**src/rtl/pcm_packetizer_if.sv**
```systemverilog
// pcm_packetizer_if
//   Bundles the PCM input, BRAM write port and transmitter handshake of the
//   PCM packetizer.
//   master : packetizer side (receives PCM + tx_busy, drives BRAM + tx).
//   slave  : environment side (PCM source, BRAM, Ethernet transmitter).
//   Signals:
//     pcm_stb   one-cycle strobe, pcm_data valid
//     pcm_data  CHANNELS*SAMPLE_W samples, channel 0 in LSBs
//     wr_en     BRAM write enable
//     wr_addr   BRAM byte address, MSB selects the bank
//     wr_data   BRAM write byte
//     tx_start  one-cycle pulse, a packet is ready
//     tx_bank   bank holding the packet, held until the next tx_start
//     tx_busy   Ethernet transmitter busy
//     drop_cnt  saturating count of dropped frames plus dropped packets
interface pcm_packetizer_if #(
    parameter int CHANNELS = 2,
    parameter int SAMPLE_W = 16,
    parameter int ADDR_W   = 11
);
    logic                         pcm_stb;
    logic [CHANNELS*SAMPLE_W-1:0] pcm_data;
    logic                         wr_en;
    logic [ADDR_W-1:0]            wr_addr;
    logic [7:0]                   wr_data;
    logic                         tx_start;
    logic                         tx_bank;
    logic                         tx_busy;
    logic [7:0]                   drop_cnt;

    modport master (
        input  pcm_stb, pcm_data, tx_busy,
        output wr_en, wr_addr, wr_data, tx_start, tx_bank, drop_cnt
    );

    modport slave (
        output pcm_stb, pcm_data, tx_busy,
        input  wr_en, wr_addr, wr_data, tx_start, tx_bank, drop_cnt
    );
endinterface

```
**src/rtl/pcm_packetizer.sv**
```systemverilog
// pcm_packetizer
//   Serialises multi-channel PCM frames byte-wise into a two-bank packet
//   BRAM behind a fixed header area. A full bank triggers tx_start and
//   capture continues in the other bank. Frames arriving while busy and
//   packets that find the transmitter busy are counted in drop_cnt.
//   Ports:
//     clk    system clock
//     rst_n  synchronous active-low reset
//     bus    pcm_packetizer_if.master (PCM in, BRAM write, tx handshake)
//   Optional feature: define PCM_PACKETIZER_SEQ_EN to write a big-endian
//   16-bit packet sequence number right after the header.
module pcm_packetizer #(
    parameter int CHANNELS  = 2,
    parameter int SAMPLE_W  = 16,
    parameter int FRAMES    = 32,
    parameter int HDR_BYTES = 14,
    parameter int ADDR_W    = 11
) (
    input  logic               clk,
    input  logic               rst_n,
    pcm_packetizer_if.master   bus
);
    localparam int DATA_BITS  = CHANNELS * SAMPLE_W;
    localparam int BPF        = DATA_BITS / 8;
`ifdef PCM_PACKETIZER_SEQ_EN
    localparam int PO         = HDR_BYTES + 2;
`else
    localparam int PO         = HDR_BYTES;
`endif
    localparam int BANK_BYTES = 2 ** (ADDR_W - 1);
    localparam int OFF_W      = ADDR_W - 1;
    localparam int FRAME_W    = (FRAMES > 1) ? $clog2(FRAMES) : 1;
    localparam int BYTE_W     = (BPF > 1) ? $clog2(BPF) : 1;

    localparam logic [FRAME_W-1:0] LAST_FRAME = FRAME_W'(FRAMES - 1);
    localparam logic [BYTE_W-1:0]  LAST_BYTE  = BYTE_W'(BPF - 1);
    localparam logic [OFF_W-1:0]   PO_OFF     = OFF_W'(PO);

    if (PO + FRAMES * BPF > BANK_BYTES) begin : g_payload_too_big
        $error("pcm_packetizer: header plus payload does not fit in one bank");
    end
    if ((SAMPLE_W % 8) != 0) begin : g_bad_sample_w
        $error("pcm_packetizer: SAMPLE_W must be a multiple of 8");
    end

    typedef enum logic [2:0] {
        IDLE,
        WRITE,
`ifdef PCM_PACKETIZER_SEQ_EN
        SEQ_HI,
        SEQ_LO,
`endif
        DONE
    } state_t;

    state_t                 state, state_nx;
    logic                   bank;
    logic [FRAME_W-1:0]     frame;
    logic [BYTE_W-1:0]      byte_idx;
    logic [OFF_W-1:0]       off;        // running payload offset inside the bank
    logic [DATA_BITS-1:0]   shadow;     // shifted right one byte per write
    logic                   tx_bank_q;
    logic [7:0]             drop_cnt;
`ifdef PCM_PACKETIZER_SEQ_EN
    logic [15:0]            seq;
`endif

    logic                   wr_en;
    logic [ADDR_W-1:0]      wr_addr;
    logic [7:0]             wr_data;
    logic                   tx_start;
    logic                   frame_drop;
    logic                   pkt_drop;

    function automatic logic [7:0] sat_add(input logic [7:0] a, input logic [1:0] inc);
        logic [8:0] sum;
        sum = {1'b0, a} + {7'b0, inc};
        return sum[8] ? 8'hFF : sum[7:0];
    endfunction

    assign frame_drop = bus.pcm_stb && (state != IDLE);
    assign pkt_drop   = (state == DONE) && bus.tx_busy;

    always_comb begin
        state_nx = state;
        wr_en    = 1'b0;
        wr_addr  = '0;
        wr_data  = '0;
        tx_start = 1'b0;
        case (state)
            IDLE: begin
                if (bus.pcm_stb) state_nx = WRITE;
            end
            WRITE: begin
                wr_en   = 1'b1;
                wr_addr = {bank, off};
                wr_data = shadow[7:0];
                if (byte_idx == LAST_BYTE) begin
                    if (frame == LAST_FRAME) begin
`ifdef PCM_PACKETIZER_SEQ_EN
                        state_nx = SEQ_HI;
`else
                        state_nx = DONE;
`endif
                    end else begin
                        state_nx = IDLE;
                    end
                end
            end
`ifdef PCM_PACKETIZER_SEQ_EN
            SEQ_HI: begin
                wr_en    = 1'b1;
                wr_addr  = {bank, OFF_W'(HDR_BYTES)};
                wr_data  = seq[15:8];
                state_nx = SEQ_LO;
            end
            SEQ_LO: begin
                wr_en    = 1'b1;
                wr_addr  = {bank, OFF_W'(HDR_BYTES + 1)};
                wr_data  = seq[7:0];
                state_nx = DONE;
            end
`endif
            DONE: begin
                tx_start = !bus.tx_busy;
                state_nx = IDLE;
            end
            default: state_nx = IDLE;
        endcase
    end

    always_ff @(posedge clk) begin
        if (!rst_n) begin
            state     <= IDLE;
            bank      <= 1'b0;
            frame     <= '0;
            byte_idx  <= '0;
            off       <= PO_OFF;
            tx_bank_q <= 1'b0;
            drop_cnt  <= 8'd0;
`ifdef PCM_PACKETIZER_SEQ_EN
            seq       <= 16'd0;
`endif
        end else begin
            state    <= state_nx;
            drop_cnt <= sat_add(drop_cnt, {1'b0, pkt_drop} + {1'b0, frame_drop});
            case (state)
                WRITE: begin
                    off <= off + 1'b1;
                    if (byte_idx == LAST_BYTE) begin
                        byte_idx <= '0;
                        if (frame != LAST_FRAME) frame <= frame + 1'b1;
                    end else begin
                        byte_idx <= byte_idx + 1'b1;
                    end
                end
                DONE: begin
                    // A dropped packet rewinds into the same bank and keeps its number.
                    frame <= '0;
                    off   <= PO_OFF;
                    if (!bus.tx_busy) begin
                        bank      <= ~bank;
                        tx_bank_q <= bank;
`ifdef PCM_PACKETIZER_SEQ_EN
                        seq       <= seq + 16'd1;
`endif
                    end
                end
                default: ;
            endcase
        end
    end

    // Data path: shadow capture has no reset, only the FSM qualifies it.
    always_ff @(posedge clk) begin
        if (state == IDLE && bus.pcm_stb) shadow <= bus.pcm_data;
        else if (state == WRITE)          shadow <= shadow >> 8;
    end

    assign bus.wr_en    = wr_en;
    assign bus.wr_addr  = wr_addr;
    assign bus.wr_data  = wr_data;
    assign bus.tx_start = tx_start;
    // Current bank is shown during the start pulse, the latched one afterwards.
    assign bus.tx_bank  = tx_start ? bank : tx_bank_q;
    assign bus.drop_cnt = drop_cnt;
endmodule

```
**src/flat_wrapper.sv**
```systemverilog
// flat-port wrapper written by rule: the top's interface ports become plain ports
module pcm_packetizer_flat 
#(
    parameter int CHANNELS  = 2,
    parameter int SAMPLE_W  = 16,
    parameter int FRAMES    = 32,
    parameter int HDR_BYTES = 14,
    parameter int ADDR_W    = 11
)
  (clk, rst_n, bus_pcm_stb, bus_pcm_data, bus_tx_busy, bus_wr_en, bus_wr_addr, bus_wr_data, bus_tx_start, bus_tx_bank, bus_drop_cnt);
  pcm_packetizer_if #(.CHANNELS(CHANNELS), .SAMPLE_W(SAMPLE_W), .ADDR_W(ADDR_W)) bus_i ();
  input  logic clk;
  input  logic rst_n;
  input wire logic [$bits(bus_i.pcm_stb)-1:0] bus_pcm_stb;
  input wire logic [$bits(bus_i.pcm_data)-1:0] bus_pcm_data;
  input wire logic [$bits(bus_i.tx_busy)-1:0] bus_tx_busy;
  output wire logic [$bits(bus_i.wr_en)-1:0] bus_wr_en;
  output wire logic [$bits(bus_i.wr_addr)-1:0] bus_wr_addr;
  output wire logic [$bits(bus_i.wr_data)-1:0] bus_wr_data;
  output wire logic [$bits(bus_i.tx_start)-1:0] bus_tx_start;
  output wire logic [$bits(bus_i.tx_bank)-1:0] bus_tx_bank;
  output wire logic [$bits(bus_i.drop_cnt)-1:0] bus_drop_cnt;
  assign bus_i.pcm_stb = bus_pcm_stb;
  assign bus_i.pcm_data = bus_pcm_data;
  assign bus_i.tx_busy = bus_tx_busy;
  assign bus_wr_en = bus_i.wr_en;
  assign bus_wr_addr = bus_i.wr_addr;
  assign bus_wr_data = bus_i.wr_data;
  assign bus_tx_start = bus_i.tx_start;
  assign bus_tx_bank = bus_i.tx_bank;
  assign bus_drop_cnt = bus_i.drop_cnt;
  pcm_packetizer #(.CHANNELS(CHANNELS), .SAMPLE_W(SAMPLE_W), .FRAMES(FRAMES), .HDR_BYTES(HDR_BYTES), .ADDR_W(ADDR_W)) u_core (.clk(clk), .rst_n(rst_n), .bus(bus_i));
endmodule
```
**config.mk**
```make
export PLATFORM = sky130hd
export DESIGN_NAME = pcm_packetizer_flat
export DESIGN_NICKNAME = d
export VERILOG_FILES = /design/src/rtl/pcm_packetizer_if.sv /design/src/rtl/pcm_packetizer.sv /design/src/flat_wrapper.sv
export SDC_FILE = /design/constraint.sdc
export NUM_CORES = 1
export LEC_CHECK = 0
export ABC_AREA = 1
export ABC_CLOCK_PERIOD_IN_PS = 2800
export CAP_MARGIN = 5
export CORE_AREA = 10 10 106 108
export CTS_CLUSTER_DIAMETER = 100
export DETAILED_ROUTE_END_ITERATION = 8
export DIE_AREA = 0 0 116 118
export GPL_TIMING_DRIVEN = 0
export PLACE_DENSITY = 0.63
export SLEW_MARGIN = 0
export SYNTH_ARGS = -nofsm -noshare
export SYNTH_HDL_FRONTEND = slang
export SYNTH_SLANG_ARGS = --single-unit
```
**constraint.sdc**
```tcl
create_clock -name clk -period 2.8 [get_ports clk]
set_clock_uncertainty 0.1 [all_clocks]
set_input_delay 0.84 -clock clk [delete_from_list [all_inputs] [get_ports clk]]
set_output_delay 0.84 -clock clk [all_outputs]
set_load 0.1 [all_outputs]
```
==> key figures <==
Clock tree
  – Clock Sinks: 61
  – Postcts setup bufs: 0
  – Clock transition at path regs: 0.07 ns
  – Skew-Pair Late Insertion Delay: 0.32 ns
  – H-tree Lvls: 3
  – CTS tree: yes
  – CTS max path bufs: 2
  – TritonCTS buffer count: 9
  – Root Driver: clkbuf_8

Power and ir drop
  – Gate power share: 19.3%
  – Seq pwr share: 47.8%
  – Lkg Pwr: 1.722 nW
  – Clk pwr share: 32.9%
  – Pint: 0.001589 W
  – Power per Cell Area: 546.3 nW/um2
  – Switch share: 28.82%
  – Max VDD drop: 0.1936 mV
  – Switching power of the nets: 0.0006433 W

Logic synthesis
  – Synth Instances: 380
  – Post-synth cell types: 26
  – Area leader, netlist: edfxtp_1
  – Sequential area share after synthesis: 51.16%
  – Yosys reg bits: 61
  – Post-synth top area share: 31.89%
  – Mapped Nets: 425
  – Cell area after synthesis: 3013 um2
  – Dominant cells by area after synthesis: edfxtp_1 (32%), dfxtp_1 (19%), nand2_1 (17%), inv_1 (6.2%), nor2_1 (5.4%)
  – Synth Warn #: 0
  – Syn_area_per_cell: 7.929 um2

Cells and area
  – Share of layout cells above drive strength 1: 19.74%
  – Design area: 4086 um2
  – Fill cells: 939
  – Reg area: 1541 um2
  – Ant diodes: 0
  – Multi-input logic area: 1205 um2
  – Layout area overhead: 35.63%
  – Final net count: 501

Critical path
  – Critical Path Fanout Max: 3
  – CP required: 1.86 ns
  – FF-to-FF Start: u_core.state[0]$_SDFFE_PN0P_
  – Critical Path AT: 1.78 ns
  – Critical-path cell list: inv_1, ha_2, dlygate4sd2_1
  – CP Capture Type: output pin
  – Delay-heaviest family, CP: buffers and inverters
  – WP buf/inv: 2
  – Max incr delay on CP: 0.86 ns
  – WS Path Type: flop to output pin
  – Crit. Startpoint: u_core.state[1]$_SDFFE_PN0P_
  – Slowest stage cell, crit path: dlygate4sd2_1
  – Crit path launch type: flop

STA
  – Final hold violation count: 0
  – Fmax: 367.5 MHz
  – Final worst-path cycle share: 97.19%
  – RSZ-0062 raised after global routing: false
  – Worst-margin pin slew: 0.9732 ns
  – Tmin final: 2.721 ns
  – Max-slew violations: 0
  – Rel. slew slack: 35.01%
  – Setup TNS: 0 ns
  – Setup Viol. Count Final: 0

Routing
  – WL final: 6721 um
  – Vias: 2472
  – Pre-antenna DRT Iters: 4
  – ANT nets after route: 0
  – Vias per inst: 4.322
  – DRC viols: 0
  – Initial DRC count: 99
  – DR WL/cell: 11.75 um

Global route
  – First-pass GRT wire length: 11290 um
  – Pin count of the biggest net entering global routing: 33
  – Initial antenna violation count: 0
  – Vias in the first global route: 2498
  – Gr usage total: 10.15%
  – Grt ovf: 0

Placed design
  – Port Buffers: 65
  – Final GP Congestion: 0.7950
  – Area after DPL: 3880 um2
  – Post-DP HPWL: 5094 um

Floorplan
  – Chip width: 116 um
  – Die Y: 118 um
  – Initial Util: 33.08%
  – Die area: 13690 um2
  – CORE AREA: 9109 um2
  – I/O pins: 66
  – Row Count: 35

Min path
  – HP Start: u_core.frame[4]$_SDFFE_PN0P_
  – Hold crit path type: flop to flop

Status
  – Status: finished, final reports clean

Run
  – Max_cap viols: 0
[logic make-up after synthesis]
| family | synth area share (%) |
|---|---|
| AO/OA/AOI/OAI | 5.939 |
| XOR/XNOR | 0.5815 |
| adder cells (fa/ha/maj) | 3.987 |
| buffers and inverters | 9.136 |
| flip-flops | 51.16 |
| AND/OR/NAND/NOR | 29.19 |
[power by group through the flow]
| stage | Clock [W] | Sequential [W] | Combinational [W] |
|---|---|---|---|
| after floorplan | 0 | 0.00109 | 0.000293 |
| after global placement | 0 | 0.00109 | 0.000423 |
| after detailed placement | 0 | 0.00109 | 0.000428 |
| after CTS | 0.000760 | 0.00107 | 0.000425 |
| after global routing | 0.000800 | 0.00108 | 0.000471 |
| final | 0.000734 | 0.00107 | 0.000430 |
[cell usage in the layout, fill, tap and decap left out, drive strengths merged, types with 2 or more instances in the layout]
cell and count:
a211oi 2, a21oi 19, buf 29, clkbuf 13, clkdlybuf4s50 34, clkinv 4
clkinvlp 19, dfxtp 29, dlygate4sd2 9, edfxtp 32, ha 8, inv 38
nand2 144, nand3 15, nor2 50, o21ai 8, xnor2 2
[layer usage]
layer | share of wire [%] | vias to the layer above | global-route usage (%) | routed length, um
met2 | 46 | 49 | 15.99 | 3115
met5 | 0 | - | 0 | 0
li1 | - | 1324 | - | -
met3 | 7.1 | 6 | 4.230 | 478
met1 | 45 | 1093 | 11.90 | 3046
met4 | 1.2 | 0 | 3.834 | 81
[path summary, 6_finish.rpt]
| path | to | slack (ns) | cells after the start |
|---|---|---|---|
| setup reg to reg | u_core.bus.drop_cnt[6]$_SDFF_PN0_ | 0.49 | 11 |
| hold reg to reg | u_core.frame[4]$_SDFFE_PN0P_ | 0.38 | 2 |
| hold / removal | u_core.frame[4]$_SDFFE_PN0P_ | 0.38 | 2 |
| setup / recovery | bus_wr_en | 0.08 | 3 |
[worst min-delay path, delay by kind of cell (launching register included)]
kind,cells,cell delay [ns]
AND/OR/NAND/NOR,1,0.06
AO/OA/AOI/OAI,1,0.06
flip-flops,1,0.31
[area by class of cell]
cell class | count | share of cell area, %
Tap cell | 111 | 3.399
Inverter | 57 | 6.981
Clock inverter | 5 | 1.255
Buffer | 10 | 1.562
Timing Repair Buffer | 65 | 16.38
Clock buffer | 11 | 3.215
Sequential cell | 61 | 37.72
Multi-Input combinational cell | 252 | 29.49
[synth_stat cells]
| library cell | count |
|---|---|
| inv_1 | 50 |
| nor2_4 | 4 |
| a21oi_4 | 1 |
| buf_2 | 7 |
| a211oi_1 | 2 |
| xnor2_1 | 2 |
| o21bai_1 | 1 |
| edfxtp_1 | 32 |
| clkbuf_1 | 1 |
| o21ai_1 | 4 |
| nand2_2 | 9 |
| nor2_1 | 43 |
| inv_2 | 7 |
| buf_6 | 2 |
| fa_1 | 1 |
| and2_1 | 1 |
| nand2_1 | 135 |
| o21ai_0 | 4 |
| a31oi_1 | 1 |
| ha_1 | 8 |
| nor2_2 | 3 |
| nand3_2 | 2 |
| a21oi_1 | 17 |
| dfxtp_1 | 29 |
| a21oi_2 | 1 |
| nand3_1 | 13 |
[what timing repair did]
item / in CTS / in global routing
endpoints found under the setup margin: 61 / 19
hold endpoints to repair: 0 / 0
hold buffers: 0 / 0
resized for setup: 139 / 20
[metrics by stage]
| stage | power (W) | setup WS, ns | util, % | hold WS, ns | std cells |
|---|---|---|---|---|---|
| final | 0.002233 | 0.07871 | 44.86 | 0.3769 | 572 |
| after global routing | 0.002348 | 0.003055 | 44.86 | 0.4055 | 572 |
| after CTS | 0.002253 | 0.02789 | 44.07 | 0.3817 | 572 |
| after detailed placement | 0.001517 | -0.9740 | 42.60 | 0.3721 | 556 |
| after global placement | 0.001509 | -0.9785 | 42.60 | 0.3611 | 556 |
| after floorplan | 0.001384 | 0.005488 | - | 0.3452 | 380 |
[flip-flops by register name (all words and copies together), names as in the netlist]
name and count:
u_core.frame 5, u_core.bank 1, u_core.shadow 32, u_core.bus.drop_cnt 8, u_core.byte_idx 2, u_core.tx_bank_q 1, u_core.state 2, u_core.off 10
No activity file was read; power rests on OpenSTA's default activity.
==> variant 1 (same settings) <==
Build with the macro `PCM_PACKETIZER_SEQ_EN` defined.
--- a/src/rtl/pcm_packetizer.sv
+++ b/src/rtl/pcm_packetizer.sv
@@ -9,6 +9,8 @@
 //     bus    pcm_packetizer_if.master (PCM in, BRAM write, tx handshake)
 //   Optional feature: define PCM_PACKETIZER_SEQ_EN to write a big-endian
 //   16-bit packet sequence number right after the header.
+`define PCM_PACKETIZER_SEQ_EN
+
 module pcm_packetizer #(
     parameter int CHANNELS  = 2,
     parameter int SAMPLE_W  = 16,
Behaviour: not the same (Yosys sat finds a counterexample within 4 cycles, from zero or initial values and one cycle with rst_n low).
==> variant 1 against the original RTL <==
Global-route usage increased by 3.2 points. Setup slack worse by 13 ps. Cell area rose by 20%. Total power is 29% higher. Routed wire length is 35% higher. Critical endpoint is now bus_wr_data[5]. Area after synthesis grew 26%. Sequential cell count increased by 17. Non-clock buffer count grew 1. Highest routed layer unchanged. Die area is the same. Sequential power is 29% higher.
==> variant 1: results (changes against the original RTL) <==
| Metric | Value |
|---|---|
| Hold_ws | 381 ps (was 377 ps) |
| Sequential share of the synthesized area | 49.6% (was 51.2%) |
| First-pass GRT wire length | 14,900 um (was 11,300 um) |
| Cells resized by post-CTS repair | 133 (was 139) |
| Relative slew margins | 33.5% (was 35.0%) |
| Share of power burned in registers | 47.7% (was 47.8%) |
| Nets@finish | 564 (was 501) |
| Post-synth top flop | dfxtp_1 (was edfxtp_1) |
| Multi-input gate count | 292 (was 252) |
| Vias in the first global route | 3,134 (was 2,498) |
| Fraction of area in multi-input gates | 34.4% (was 29.5%) |
| Max rail drop VDD | 254 uV (was 194 uV) |
| Worst-path fanout max | 9 (was 3) |
| Synth Instances | 446 (was 380) |
| Layout cell share with drive strength beyond 1 | 16.1% (was 19.7%) |
| TritonCTS buffer count | 9 (unchanged) |
| Fmax | 366 MHz (was 367 MHz) |
| DRT iter0 DRCs | 147 (was 99) |
| CP max stage cell | dfxtp_2 (was dlygate4sd2_1) |
| Clock power share | 32.8% (was 32.9%) |
| Non-clock buffer share of cell area | 14.6% (was 17.9%) |
| Dpl cell area | 0.00462 mm^2 (was 0.00388 mm^2) |
| Metal3 WL | 744 um (was 478 um) |
| Outcome | complete, no violations (unchanged) |
| Launch point of the worst path | u_core.state[2]$_SDFFE_PN0P_ (was u_core.state[1]$_SDFFE_PN0P_) |
| Worst Hold End | u_core.byte_idx[1]$_SDFFE_PN0N_ (was u_core.frame[4]$_SDFFE_PN0P_) |
| Dpl ws | -1190 ps (was -974 ps) |
| Placed cell count | 621 (was 556) |
| Hold Path Stages | 2 (unchanged) |
| Gr usage total | 13.4% (was 10.2%) |
| Post-Syn Nets | 488 (was 425) |
| Register-to-Register Path Depth | 9 (was 11) |
| P&R area growth vs syn | 28.6% (was 35.6%) |
| Cell Count, Final, Fillers Out | 638 (was 572) |
| Crit-path max cell delay | 390 ps (was 860 ps) |
| Clk sinks | 78 (was 61) |
| Commonest cells post-synth | nand2_1 (92), inv_1 (59), nor2_1 (49) (was nand2_1 (135), inv_1 (50), nor2_1 (43)) |
| Leak | 1.95 nW (was 1.72 nW) |
| Port-buffer cells | 64 (was 65) |
| ClkCell Share | 4.56% (was 4.47%) |
| Final Instance Area | 0.00488 mm^2 (was 0.00409 mm^2) |
| Via density | 4.96 (was 4.32) |
| Number of fill cells | 860 (was 939) |
| Sw frac | 29.8% (was 28.8%) |
| Hold Crit Start | u_core.byte_idx[1]$_SDFFE_PN0N_ (was u_core.frame[4]$_SDFFE_PN0P_) |
| Reg-to-Reg End | u_core.bus.drop_cnt[1]$_SDFF_PN0_ (was u_core.bus.drop_cnt[6]$_SDFF_PN0_) |
| Synth area leaders | edfxtp_1 (25%), dfxtp_1 (24%), nand2_1 (9.1%) (was edfxtp_1 (32%), dfxtp_1 (19%), nand2_1 (17%)) |
| Invs w/o clock | 65 (was 57) |
| Biggest regs | u_core.shadow x32, u_core.seq x16, u_core.off x10 (was u_core.shadow x32, u_core.off x10, u_core.bus.drop_cnt x8) |
| Worst setup path end | bus_wr_data[5] (was bus_wr_en) |
-- variant 1: layer usage --
| metal | up-vias | track usage, % |
|---|---|---|
| met5 | - | 0 |
| met4 | 0 | 4.46 |
| met3 | 8 | 5.56 |
| met2 | 86 | 20.5 |
| met1 | 1442 | 16.4 |
| li1 | 1631 | - |
-- variant 1: worst register-to-register path: stages (launching register included) --
cell	delay, ps
dfxtp_2	380
nor2_4	200
nand2_1	130
nor2_1	220
fa_1	280
nand3_1	150
nor2_1	230
nand4_1	170
buf_4	180
a21oi_1	120
-- variant 1: logic make-up after synthesis --
kind of cell    after synthesis  share of synthesized area (%)
compound gates               65                           9.85
simple gates                194                           22.6
mux                          24                           7.12
fa+ha+maj                     6                           2.17
flops                        78                           49.6
buf+inv                      76                           7.97
xor+xnor                      3                          0.692
==> variant 2 (config.mk and constraints unchanged) <==
Without the edit above. Make the reset (`rst_n`) asynchronous in one clocked block. Comments in the files are not updated.
--- a/src/rtl/pcm_packetizer.sv
+++ b/src/rtl/pcm_packetizer.sv
@@ -129,7 +129,7 @@
         endcase
     end
 
-    always_ff @(posedge clk) begin
+    always_ff @(posedge clk or negedge rst_n) begin
         if (!rst_n) begin
             state     <= IDLE;
             bank      <= 1'b0;
Formal check against the unedited RTL: differs if rst_n is asserted again (counterexample within 4 cycles, from zero or initial values and one cycle with rst_n low); with rst_n held inactive, the same outputs for 10 cycles.
==> variant 2 against the original RTL <==
Sequential cell count unchanged. Critical endpoint is now bus_tx_bank. Global-route usage decreased by 0.31 points. Routed wire length shrank 6.5%. Setup slack worse by 13 ps. Area after synthesis grew 1.7%. Fmax is 0.47% lower. Cell area grew 2.1%.
Power is not compared: it rests on default switching activity, and its combinational part moved more than twofold at a synthesized area within 25%.
==> variant 2: results (changes against the original RTL) <==
| Metric | Value |
|---|---|
| Vias in the first global route | 2,301 (was 2,498) |
| Post-Synth Adder-Cell Area | 3.92% (was 3.99%) |
| Min-Delay Path Class | flip-flop to flip-flop (unchanged) |
| Biggest regs | u_core.shadow x32, u_core.off x10, u_core.bus.drop_cnt x8 (unchanged) |
| Share of power burned in registers | 34.5% |
| Synth Area in Compound Gates | 3.92% (was 5.94%) |
| HPWL after DPL | 4840 um (was 5090 um) |
| Post-Syn Nets | 349 (was 425) |
| Yosys cell types | 30 (was 26) |
| Metal-1 WL | 2710 um (was 3050 um) |
| Yosys warning total | 0 (unchanged) |
| TritonCTS buffer count | 9 (unchanged) |
| Clock buffer depth | 2 (unchanged) |
| Clk root buf | clkbuf_8 (unchanged) |
| Worst-path fanout max | 6 (was 3) |
| Outcome | complete, no violations (unchanged) |
| EDFF count, synth | 32 (unchanged) |
| Synth area leaders | edfxtp_1 (31%), dfrtp_1 (21%), mux2_4 (9.8%) (was edfxtp_1 (32%), dfxtp_1 (19%), nand2_1 (17%)) |
| Nets@finish | 428 (was 501) |
| Max rail drop VDD | 839 uV |
| Commonest cells post-synth | nand2_1 (68), inv_1 (54), edfxtp_1 (32) (was nand2_1 (135), inv_1 (50), nor2_1 (43)) |
| RePlAce Congestion | 0.789 (was 0.795) |
| Largest net degree at the start of global routing | 33 (unchanged) |
| Worst EP arrival | approximately 1800 ps |
| Pint | 2.55 mW |
| Post-synth ARST share | 47.5% (was 0%) |
| Number of fill cells | 859 (was 939) |
| Clock power share | between 10% and 20% |
| Leak | between 1.5 and 2 nW |
| Clk slew on worst S/H paths | 60 ps |
| Port-buffer cells | 65 (unchanged) |
| Clock Latency Late Sink | between 300 and 400 ps |
| Sequential share of the synthesized area | 55.2% (was 51.2%) |
| Die Wd | 116 um (unchanged) |
| DR pass1 iterations | 4 (unchanged) |
| Gr usage total | 9.84% (was 10.2%) |
| Vias | 2,169 (was 2,472) |
| Worst-Margin Slew | 974 ps (was 973 ps) |
| Grt met3 use | 3.82% (was 4.23%) |
| Layout cell share with drive strength beyond 1 | 25.8% (was 19.7%) |
| DRT iter0 DRCs | 111 (was 99) |
| Dpl ws | -1100 ps (was -974 ps) |
| GR Util met2 | 15.6% (was 16.0%) |
| First-pass GRT wire length | 10,800 um (was 11,300 um) |
| Wire length on met2 | 2990 um (was 3120 um) |
| Mux cell area share after synthesis | 11.3% (was 0%) |
| Initial antenna violation count | 0 (unchanged) |
| Xor and xnor area share after synthesis | 0.572% (was 0.581%) |
| Metal3 WL | 486 um (was 478 um) |
| Drt total wl | 6290 um (was 6720 um) |
| H-tree Lvls | 3 (unchanged) |
| Count of antenna diodes in the layout | 0 (unchanged) |
| Top Metal Used | met4 (unchanged) |
| Power Total | ~4.8 mW |
| Grt met1 use | 11.2% (was 11.9%) |
==> variant 2: timing repair <==
action,CTS,global route
setup buffers,1,0
pin swaps,2,0
gates resized for setup,150,19
setup endpoints to repair,30,20
gates cloned,0,0
==> variant 2: cell type report <==
class | instances | area share [%]
Clock inverter | 6 | 0.720
Buffer | 6 | 1.23
Clock buffer | 10 | 3.06
Tap cell | 111 | 3.33
Inverter | 56 | 6.75
Timing Repair Buffer | 68 | 17.1
Sequential cell | 61 | 40.5
Multi-Input combinational cell | 181 | 27.2
==> variant 2: worst paths after layout <==
check | slack (ps) | to | start | depth (start not counted)
hold / removal | 390 | u_core.frame[4]$_DFFE_PN0P_ | u_core.frame[4]$_DFFE_PN0P_ | 2
max in group asynchronous | 1090 | u_core.off[1]$_DFFE_PN1P_ | rst_n | 2
hold reg to reg | 390 | u_core.frame[4]$_DFFE_PN0P_ | u_core.frame[4]$_DFFE_PN0P_ | 2
setup / recovery | 70 | bus_tx_bank | u_core.state[0]$_DFFE_PN0P_ | 6
min in group asynchronous | 870 | u_core.byte_idx[1]$_DFFE_PN0P_ | rst_n | 1
setup reg to reg | 580 | u_core.bus.drop_cnt[2]$_DFF_PN0_ | u_core.state[0]$_DFFE_PN0P_ | 10
==> variant 2: metrics by stage <==
step	std cells	hold WS (ps)	TNS (ps)	util [%]	instance area, um^2
5_1_grt	499	410	-29.5	45.8	4170
3_3_place_gp	480	358	-24900	43.2	3930
3_5_place_dp	481	371	-25360	43.3	3950
2_1_floorplan	304	346	-93.4	-	3140
6_report	499	388	0	45.8	4170
4_1_cts	498	392	0	44.9	4090
==> variant 2: worst max-delay path, stage by stage (launching register included) <==
cell     delay (ps)
dfrtp_1         400
inv_1            90
ha_2            220
inv_2            80
or2_4           290
o21ai_4         190
buf_12          190
